File: config.mk
export PLATFORM = sky130hd
export DESIGN_NAME = rtc_time_setter
export DESIGN_NICKNAME = d
export VERILOG_FILES = /design/src/rtl/rtc_time_setter.sv
export SDC_FILE = /design/constraint.sdc
export NUM_CORES = 1
export LEC_CHECK = 0
export CAP_MARGIN = 20
export CORE_MARGIN = 10
export CORE_UTILIZATION = 52
export CTS_CLUSTER_SIZE = 24
export DETAILED_ROUTE_END_ITERATION = 16
export PLACE_DENSITY = 0.84
export SYNTH_ARGS = -nofsm -noshare
export SYNTH_HDL_FRONTEND = slang
export SYNTH_SLANG_ARGS = --single-unit
File: constraint.sdc
create_clock -name clock50MHz -period 2 [get_ports clock50MHz]
set_clock_uncertainty 0.15 [all_clocks]
set_input_delay 0.3 -clock clock50MHz [delete_from_list [all_inputs] [get_ports clock50MHz]]
set_output_delay 0.3 -clock clock50MHz [all_outputs]
set_load 0.01 [all_outputs]
File: src/rtl/rtc_time_setter.sv
// ---------------------------------------------------------------------------
// rtc_time_setter
//   Time-set front end for the HH:MM:SS RTC. It debounces the three
//   active-low push buttons and adds auto-repeat to them. While man_switch is
//   up, the user edits a BCD copy of the live time. Lowering man_switch writes
//   the edited time back to the counters.
//
//   Ports
//     clock50MHz    in   system clock
//     reset_button  in   async active-low master reset
//     push_button   in   [2]=hours [1]=minutes [0]=seconds, active-low, async
//     man_switch    in   1 = manual set mode, async
//     cur_hh/mm/ss  in   live time, BCD {tens,ones}
//     set_hh/mm/ss  out  edited time, BCD
//     set_load      out  one-cycle strobe, counters load set_* on this cycle
//     editing       out  high in CAPTURE and EDIT
//
// rtc_time_setter_btn (one instance per button)
//   Samples the synchronised level on each tick, accepts a new level after
//   DEBOUNCE_LEN equal samples, and emits a one-cycle event on the press and
//   on each auto-repeat step.
//
//   Ports
//     clock50MHz  in   system clock
//     resetn      in   async active-low reset
//     tick        in   sample strobe
//     level       in   synchronised button level, active-low
//     evt         out  one-cycle press / repeat event
// ---------------------------------------------------------------------------

module rtc_time_setter_btn #(
    parameter int DEBOUNCE_LEN = 8,   // must be >= 2
    parameter int REPEAT_DELAY = 500,
    parameter int REPEAT_RATE  = 100
) (
    input  logic clock50MHz,
    input  logic resetn,
    input  logic tick,
    input  logic level,
    output logic evt
);
    localparam int CW = $clog2(REPEAT_DELAY + REPEAT_RATE + 1);
    localparam logic [CW-1:0] DELAY_C = CW'(REPEAT_DELAY);
    localparam logic [CW-1:0] RATE_C  = CW'(REPEAT_RATE);

    logic [DEBOUNCE_LEN-1:0] samples, samples_nxt;
    logic                    pressed, pressed_nxt;
    logic                    repeating;
    logic [CW-1:0]           hold_cnt, hold_inc, hold_target;

    always_comb begin
        samples_nxt = (samples << 1) | DEBOUNCE_LEN'(level);
        pressed_nxt = pressed;
        if (samples_nxt == '0)
            pressed_nxt = 1'b1;
        else if (samples_nxt == '1)
            pressed_nxt = 1'b0;
        hold_inc    = hold_cnt + CW'(1);
        // First step waits REPEAT_DELAY ticks, later steps REPEAT_RATE ticks.
        hold_target = repeating ? RATE_C : DELAY_C;
    end

    always_ff @(posedge clock50MHz or negedge resetn) begin
        if (!resetn) begin
            samples   <= '1;          // all-released history
            pressed   <= 1'b0;
            repeating <= 1'b0;
            hold_cnt  <= '0;
            evt       <= 1'b0;
        end else begin
            evt <= 1'b0;
            if (tick) begin
                samples <= samples_nxt;
                pressed <= pressed_nxt;
                // Decisions use the freshly debounced level so that a release
                // landing on a repeat tick does not emit a stray event.
                if (!pressed_nxt) begin
                    repeating <= 1'b0;
                    hold_cnt  <= '0;
                end else if (!pressed) begin
                    evt       <= 1'b1;
                    repeating <= 1'b0;
                    hold_cnt  <= '0;
                end else if (hold_inc == hold_target) begin
                    evt       <= 1'b1;
                    repeating <= 1'b1;
                    hold_cnt  <= '0;
                end else begin
                    hold_cnt  <= hold_inc;
                end
            end
        end
    end
endmodule

module rtc_time_setter #(
    parameter int TICK_DIV     = 49999,
    parameter int DEBOUNCE_LEN = 8,
    parameter int REPEAT_DELAY = 500,
    parameter int REPEAT_RATE  = 100
) (
    input  logic       clock50MHz,
    input  logic       reset_button,
    input  logic [2:0] push_button,
    input  logic       man_switch,
    input  logic [7:0] cur_hh,
    input  logic [7:0] cur_mm,
    input  logic [7:0] cur_ss,
    output logic [7:0] set_hh,
    output logic [7:0] set_mm,
    output logic [7:0] set_ss,
    output logic       set_load,
    output logic       editing
);
    localparam int NUM_BTN = 3;
    localparam int TW      = (TICK_DIV > 0) ? $clog2(TICK_DIV + 1) : 1;

    typedef enum logic [1:0] {IDLE, CAPTURE, EDIT, COMMIT} state_t;

    logic               resetn;
    logic               man_meta, man_sync;
    logic [NUM_BTN-1:0] pb_meta, pb_sync;
    logic [TW-1:0]      tick_cnt;
    logic               tick;
    logic [NUM_BTN-1:0] evt;

    state_t     state, state_nxt;
    logic [7:0] hh_nxt, mm_nxt, ss_nxt;
    logic       load_nxt, edit_nxt;

    assign resetn = reset_button;

    // 2-FF synchronisers; buttons idle high (released).
    always_ff @(posedge clock50MHz or negedge resetn) begin
        if (!resetn) begin
            man_meta <= 1'b0;
            man_sync <= 1'b0;
            pb_meta  <= '1;
            pb_sync  <= '1;
        end else begin
            man_meta <= man_switch;
            man_sync <= man_meta;
            pb_meta  <= push_button;
            pb_sync  <= pb_meta;
        end
    end

    // Sample tick: high on the cycle the divider wraps.
    assign tick = (tick_cnt == TW'(TICK_DIV));

    always_ff @(posedge clock50MHz or negedge resetn) begin
        if (!resetn)
            tick_cnt <= '0;
        else if (tick)
            tick_cnt <= '0;
        else
            tick_cnt <= tick_cnt + TW'(1);
    end

    rtc_time_setter_btn #(
        .DEBOUNCE_LEN (DEBOUNCE_LEN),
        .REPEAT_DELAY (REPEAT_DELAY),
        .REPEAT_RATE  (REPEAT_RATE)
    ) u_btn [NUM_BTN-1:0] (
        .clock50MHz (clock50MHz),
        .resetn     (resetn),
        .tick       (tick),
        .level      (pb_sync),
        .evt        (evt)
    );

    // Fields are kept in range by the capture clamp, so only the top value
    // needs to wrap; ones==9 carries into tens.
    function automatic logic [7:0] bcd_inc(input logic [7:0] v, input logic [7:0] top);
        if (v == top)
            return 8'h00;
        else if (v[3:0] == 4'd9)
            return {v[7:4] + 4'd1, 4'd0};
        else
            return {v[7:4], v[3:0] + 4'd1};
    endfunction

    // Packed BCD compares correctly as binary once both digits are valid.
    function automatic logic [7:0] bcd_clamp(input logic [7:0] v, input logic [7:0] top);
        if (v[3:0] > 4'd9 || v[7:4] > 4'd9 || v > top)
            return 8'h00;
        else
            return v;
    endfunction

    // Outputs are registered from the next state, so they line up with the
    // state they describe (editing high while in CAPTURE/EDIT, set_load high
    // while in COMMIT).
    always_comb begin
        state_nxt = state;
        hh_nxt    = set_hh;
        mm_nxt    = set_mm;
        ss_nxt    = set_ss;
        load_nxt  = 1'b0;
        edit_nxt  = 1'b0;
        case (state)
            IDLE: begin
                if (man_sync) begin
                    state_nxt = CAPTURE;
                    edit_nxt  = 1'b1;
                    hh_nxt    = bcd_clamp(cur_hh, 8'h23);
                    mm_nxt    = bcd_clamp(cur_mm, 8'h59);
                    ss_nxt    = bcd_clamp(cur_ss, 8'h59);
                end
            end
            CAPTURE: begin
                state_nxt = EDIT;
                edit_nxt  = 1'b1;
            end
            EDIT: begin
                if (!man_sync) begin
                    // Events on this cycle are dropped on purpose.
                    state_nxt = COMMIT;
                    load_nxt  = 1'b1;
                end else begin
                    edit_nxt = 1'b1;
                    if (evt[2]) hh_nxt = bcd_inc(set_hh, 8'h23);
                    if (evt[1]) mm_nxt = bcd_inc(set_mm, 8'h59);
                    if (evt[0]) ss_nxt = bcd_inc(set_ss, 8'h59);
                end
            end
            COMMIT: begin
                state_nxt = IDLE;
            end
            default: begin
                state_nxt = IDLE;
            end
        endcase
    end

    always_ff @(posedge clock50MHz or negedge resetn) begin
        if (!resetn) begin
            state    <= IDLE;
            set_hh   <= 8'h00;
            set_mm   <= 8'h00;
            set_ss   <= 8'h00;
            set_load <= 1'b0;
            editing  <= 1'b0;
        end else begin
            state    <= state_nxt;
            set_hh   <= hh_nxt;
            set_mm   <= mm_nxt;
            set_ss   <= ss_nxt;
            set_load <= load_nxt;
            editing  <= edit_nxt;
        end
    end
endmodule

==> results of run 1 <==
[sequential cells by signal (all words and copies together) (netlist names), 2 cells and up]
signal           cells
u_btn.pressed        3
pb_meta              3
pb_sync              3
tick_cnt            16
u_btn.samples       21
u_btn.repeating      3
set_hh               8
u_btn.hold_cnt      30
set_ss               8
u_btn.evt            3
set_mm               8
state                2
[power groups by stage]
| stage | Sequential [uW] | Combinational (uW) | Clock, uW |
|---|---|---|---|
| global placement | 2770 | 1830 | 0 |
| finish | 2780 | 2130 | 1990 |
| CTS | 2750 | 1980 | 1970 |
| global route | 2820 | 2310 | 2090 |
| detailed placement | 2790 | 1940 | 0 |
| floorplan | 2870 | 821 | 0 |
[kinds of logic after synthesis]
| kind of cell | Yosys count |
|---|---|
| AO/OA/AOI/OAI | 152 |
| XOR/XNOR | 20 |
| adder cells (fa/ha/maj) | 18 |
| buffers and inverters | 55 |
| flip-flops | 112 |
| multiplexers | 4 |
| AND/OR/NAND/NOR | 347 |
[metrics by stage]
step / hold WS (ps) / std cells / area [sq um] / util / setup WS (ps)
finish: 193 / 1019 / 8860 / 0.773 / -286
global route: 187 / 1019 / 8860 / 0.773 / -353
CTS: 191 / 1007 / 8230 / 0.718 / -158
detailed placement: 143 / 969 / 7560 / 0.659 / -562
global placement: 139 / 969 / 7560 / 0.659 / -417
floorplan: -146 / 708 / 6190 / - / -94.8
[final timing paths]
path                                             startpoint                                to  slack, ps  cells after the start
max                        u_btn[2].hold_cnt[5]$_DFFE_PN0N_  u_btn[2].hold_cnt[2]$_DFFE_PN0N_       -290                      7
min                                          push_button[1]              pb_meta[1]$_DFF_PN1_        190                      1
max reg2reg                u_btn[2].hold_cnt[5]$_DFFE_PN0N_  u_btn[2].hold_cnt[2]$_DFFE_PN0N_       -290                      7
min reg2reg                              man_meta$_DFF_PN0_                man_sync$_DFF_PN0_        210                      0
max in group asynchronous                      reset_button   u_btn[2].samples[6]$_DFFE_PN1N_        780                      3
min in group asynchronous                      reset_button             set_mm[0]$_DFFE_PN0P_        300                      2
[layout by cell type, fill, tap and decap left out, types with 17 or more instances in the layout]
| master | synthesis | routed |
|---|---|---|
| inv_1 | 19 | 18 |
| dfstp_2 | 27 | 27 |
| nand2_1 | 163 | 156 |
| dfrtp_1 | 85 | 78 |
| buf_6 | 1 | 22 |
| clkdlybuf4s50_1 | 0 | 54 |
| nand3_1 | 37 | 29 |
| nor2_1 | 55 | 48 |
| a21oi_1 | 27 | 24 |
| o21ai_0 | 39 | 25 |
| buf_4 | 2 | 102 |
| nor3_1 | 21 | 17 |
[metal layers]
metal | track usage | wire length, microns
met5 | 0 | 0
met4 | 0.0904 | 1180
met3 | 0.0394 | 1930
met2 | 0.368 | 10800
met1 | 0.252 | 8190
[critical path, cell delays in order, from the launching register on]
cell and delay, ps:
dfrtp_1 410, buf_6 130, nand4_4 120, nor3_4 270
xnor2_2 100, or4_4 510, o211ai_1 310, o21ai_1 140
[final cells by class]
cell class / count / share of cell area
clock buffers: 10 / 0.0258
flip-flops and latches: 112 / 0.321
clock inverters: 6 / 0.0103
repair buffers: 186 / 0.193
inverters: 19 / 0.00805
well taps: 143 / 0.0202
multi-input cells: 543 / 0.421
[timing repair]
action / 4_1_cts / 5_1_grt
endpoints found under the hold margin: 20 / 0
setup buffers: 18 / 12
gates resized for setup: 36 / 116
hold buffers: 1 / 0
endpoints found under the setup margin: 36 / 61
gates cloned: 3 / 1
pin swaps: 18 / 54
==> results by group, run 1 <==
Floorplanning
  – # rows: 39
  – Starting Density: 0.535
  – Die W: 129 microns
  – Die H: 129 microns
  – Full die area: 16500 sq um
  – Placeable Area: 11500 sq um
  – IO Pins: 56

Final layout
  – Area of the multi-input gates: 3730 sq um
  – N_diodes: 0
  – Fin nets: 919
  – # fillers: 643
  – Share of post-route cells with drive strength above 1: 0.324
  – Area Growth Syn to Fin: 44.5%
  – Reg area: 2850 sq um

Power
  – Peak VDD IR: 0.736 mV
  – Power share of the sequential group: 0.403
  – Post-layout total power: 6910 uW
  – Cell internal pwr: 4660 uW
  – Gate power share: 0.308
  – Leak: 0.00386 uW
  – Psw: 2240 uW
  – Power Density: 780 nW/um^2
  – Sw frac: 0.325
  – Clock Power Share: 0.288

Synth
  – Synth Area in Compound Gates: 0.167
  – Count leader, synth: nand2_1
  – Post-Synth Adder-Cell Area: 0.0367
  – Post-synth top area share: 0.347
  – Largest family of logic cells by synthesized area: simple AND/OR/NAND/NOR gates
  – Ys flop type: dfrtp_1
  – #FFs+latches synth: 112
  – Post-synth EDFFs: 0
  – Synth Area in XOR/XNOR: 0.0286
  – Post-synth top area cell: dfrtp_1
  – Post-synthesis cell count: 708
  – Synth Area in Simple Gates: 0.262
  – Yosys cell types: 55
  – Syn Area/Cell: 8.66 sq um
  – Ys Warns: 0
  – Post-Syn Area: 6130 sq um
  – Cells taking the most area after synthesis: dfrtp_1, dfstp_2, nand2_1, ha_1, nor2_1
  – Synth Net Count: 756
  – Sequential-to-total area share from yosys stat: 0.463
  – Post-synthesis async set-or-reset flop share: 1.00
  – Most frequent cells after synthesis: nand2_1, dfrtp_1, nor2_1, o21ai_0, nand3_1
  – Mux cell area share after synthesis: 0.00653

STA
  – RSZ-0062 raised after global routing: true
  – Minimum clock period: 2290 ps
  – Tcrit/Tclk final: 1.14
  – Slew Viols, Final: 0
  – Total negative slack: -3370 ps
  – Worst setup margin: -286 ps
  – F_max: 0.437 GHz
  – Final setup fails: 36
  – Worst slew margin: 0.625
  – Hold Fails Final Rpt: 0
  – Worst-Margin Slew: 562 ps

CTS
  – CTS Buf Count: 9
  – H-tree depth reported by CTS: 3
  – Root buffer cell: clkbuf_16
  – TritonCTS clock tree: done
  – CTS max path bufs: 2
  – Worst-path clk slew: 70 ps
  – Clock Latency Late Sink: 360 ps
  – Clk sinks: 112

Worst setup path
  – Crit-path max FO: 7
  – CP Data Arrival Time: 2350 ps
  – CP endpoint kind: register
  – Crit path kind: register to register
  – Worst Setup Start Kind: register
  – CP required: 2070 ps

Run
  – Max cap viols: 0

GRT
  – Number of global-route vias before repair: 6126
  – Total gr overflow: 0
  – First-pass GRT wire length: 29400 microns
  – Initial antenna violation count: 0
  – Largest net degree at the start of global routing: 35
  – GRT Total Usage: 0.212

Place
  – IO Port Bufs: 55
  – Placer Congestion: 0.889
  – HPWL after detailed placement: 11400 microns

Routing
  – Detail Route Antenna Nets: 0
  – WL/cell: 21.7 microns
  – Residual DRC: 0
  – Initial DRC count: 927
  – Final WL: 22100 microns
  – DR pass1 iterations: 5
  – Via count: 6702
  – Vias per cell: 6.58

Status
  – Status: finished, violations left
  – Violated checks: negative setup slack

Hold path
  – Hold crit path type: primary input to register
No activity file was read; power rests on OpenSTA's default activity.
==> inputs of run 2 (changes only) <==
--- a/config.mk
+++ b/config.mk
@@ -7,10 +7,11 @@
 export LEC_CHECK = 0
 export CAP_MARGIN = 20
 export CORE_MARGIN = 10
-export CORE_UTILIZATION = 52
+export CORE_UTILIZATION = 48
 export CTS_CLUSTER_SIZE = 24
 export DETAILED_ROUTE_END_ITERATION = 16
-export PLACE_DENSITY = 0.84
+export PLACE_DENSITY = 0.79
+export RECOVER_POWER = 100
 export SYNTH_ARGS = -nofsm -noshare
 export SYNTH_HDL_FRONTEND = slang
 export SYNTH_SLANG_ARGS = --single-unit
==> results by group, run 2 (synthesis gave the netlist of run 1 again) <==
Final layout
  – Fin area: 8340 sq um
  – Top reg by flops: u_btn.hold_cnt
  – Area Growth Syn to Fin: 36.1%
  – Final cell count without fillers: 1010
  – Share of post-route cells with drive strength above 1: 0.258
  – Fin nets: 881
  – Most frequent cells in the layout: nand2_1, buf_4, dfrtp_1, nor2_1, clkdlybuf4s50_1
  – Biggest registers after layout: u_btn.hold_cnt: 30 flops, u_btn.samples: 21 flops, tick_cnt: 16 flops
  – N_diodes: 0
  – Commonest non-fill, non-tap cell in the layout: nand2_1
  – Final core utilization: 0.664
  – Max reg flops: 30

Worst setup path
  – Critical path cell sequence: nor4b_4 -> nand4_1 -> buf_6 -> buf_4 -> nor4_1 -> o221ai_1 -> nand2_1
  – R2R depth: 7
  – CP Data Arrival Time: 2180 ps
  – Worst R2R Start: tick_cnt[11]$_DFF_PN0_
  – CP required: 2140 ps
  – Crit path kind: register to register
  – Slowest CP cell: dfrtp_1
  – Largest stage delay, worst path: 420 ps
  – Worst Setup Start Kind: register
  – Reg2reg setup slack: -30 ps
  – Crit-path max FO: 14
  – CP endpoint kind: register
  – Reg-to-reg endpoint: u_btn[2].hold_cnt[7]$_DFFE_PN0N_
  – Critical path origin: tick_cnt[11]$_DFF_PN0_

Place
  – IO Port Bufs: 55
  – Dpl cells: 978
  – HPWL after detailed placement: 10600 microns
  – Placer Congestion: 0.880
  – Placed instance area: 7450 sq um

STA
  – Minimum clock period: 2030 ps
  – Final setup fails: 2
  – Worst slew margin: 0.436
  – Hold Fails Final Rpt: 0
  – Worst-Margin Slew: 845 ps
  – Worst setup margin: -34.1 ps
  – RSZ-0062 raised after global routing: true
  – Tcrit/Tclk final: 1.02
  – Slew Viols, Final: 0
  – F_max: 0.492 GHz

Routing
  – WL/cell: 16.4 microns
  – Detail Route Antenna Nets: 0
  – Final WL: 16600 microns
  – Initial DRC count: 403
  – DR pass1 iterations: 5
  – Residual DRC: 0
  – Via count: 5929
  – Vias per cell: 5.87

CTS
  – Worst-path clk slew: 80 ps
  – TritonCTS clock tree: done
  – Clock Latency Late Sink: 360 ps
  – Clk sinks: 112
  – Root buffer cell: clkbuf_16
  – CTS max path bufs: 2
  – CTS Buf Count: 9
  – H-tree depth reported by CTS: 3

GRT
  – Number of global-route vias before repair: 5771
  – First-pass GRT wire length: 26700 microns
  – Largest net degree at the start of global routing: 57
  – Initial antenna violation count: 0
  – GRT Total Usage: 0.176
  – Total gr overflow: 0

Floorplanning
  – Placeable Area: 12600 sq um
  – # rows: 41
  – Die H: 133 microns
  – IO Pins: 56
  – Full die area: 17700 sq um
  – Die W: 133 microns
  – Starting Density: 0.488

Power
  – Leak: 0.00358 uW
  – Peak VDD IR: 0.450 mV
  – Power Density: 806 nW/um^2

Hold path
  – Hold endpoint: man_sync$_DFF_PN0_
  – HP Start: man_meta$_DFF_PN0_
  – Hold crit path type: register to register
  – Worst hold path depth: 0

Status
  – Status: finished, violations left
  – Violated checks: negative setup slack

Run
  – Max cap viols: 0
==> run 2: metal layers <==
layer  up-vias  global-route usage  wire length, microns
met5         -                   0                     0
met4         0              0.0715                   482
met3        50              0.0303                   893
met2       215               0.299                  8140
met1      2910               0.216                  7100
li1       2754                   -                     -
==> run 2: metrics by stage <==
stage / total power, uW / hold WS [ps] / setup WS [ps] / setup TNS [ps]
final: 6720 / 205 / -34.1 / -67.3
after global routing: 7090 / 209 / -169 / -2600
after CTS: 6720 / 180 / -8.73 / -15.7
after detailed placement: 4670 / 30.2 / -515 / -5400
after global placement: 4580 / 31.6 / -366 / -3170
after floorplan: 3700 / -146 / -94.8 / -166
==> run 2: what timing repair did <==
| item | CTS | global route |
|---|---|---|
| setup endpoints to repair | 33 | 54 |
| pin swaps | 4 | 25 |
| setup buffers | 7 | 6 |
| resized for setup | 21 | 80 |
| endpoints found under the hold margin | 85 | 0 |
| cloned | 0 | 3 |
| hold buffers | 1 | 0 |
==> run 2: area by class of cell <==
cell class / count / area (sq um)
inverter: 19 / 71.3
fill: 925 / 4230
multi-input combinational: 542 / 3530
clock buffer: 10 / 239
tap: 172 / 215
clock inverter: 6 / 98.8
sequential: 112 / 2850
timing repair buffer: 149 / 1350
==> run 2: how the worst max path moves through the flow <==
stage                                                   to  depth (start not counted)
after CTS                 u_btn[2].hold_cnt[0]$_DFFE_PN0N_                          6
after detailed placement  u_btn[0].hold_cnt[2]$_DFFE_PN0N_                          7
after floorplan                      set_hh[1]$_DFFE_PN0P_                          9
after global routing      u_btn[0].hold_cnt[9]$_DFFE_PN0N_                          6
final                     u_btn[2].hold_cnt[7]$_DFFE_PN0N_                          7
after global placement    u_btn[0].hold_cnt[0]$_DFFE_PN0N_                          7
==> run 2: power by group <==
part | internal, uW | total (uW) | switching (uW)
combinational | 973 | 1930 | 953
sequential | 2510 | 2780 | 269
clock | 1150 | 2020 | 864
==> run 2: worst max-delay path: cells and delay by family, from the launching register on <==
family | cells | cell delay, ps
AO/OA/AOI/OAI | 1 | 150
buffers and inverters | 2 | 350
flip-flops | 1 | 420
AND/OR/NAND/NOR | 4 | 910
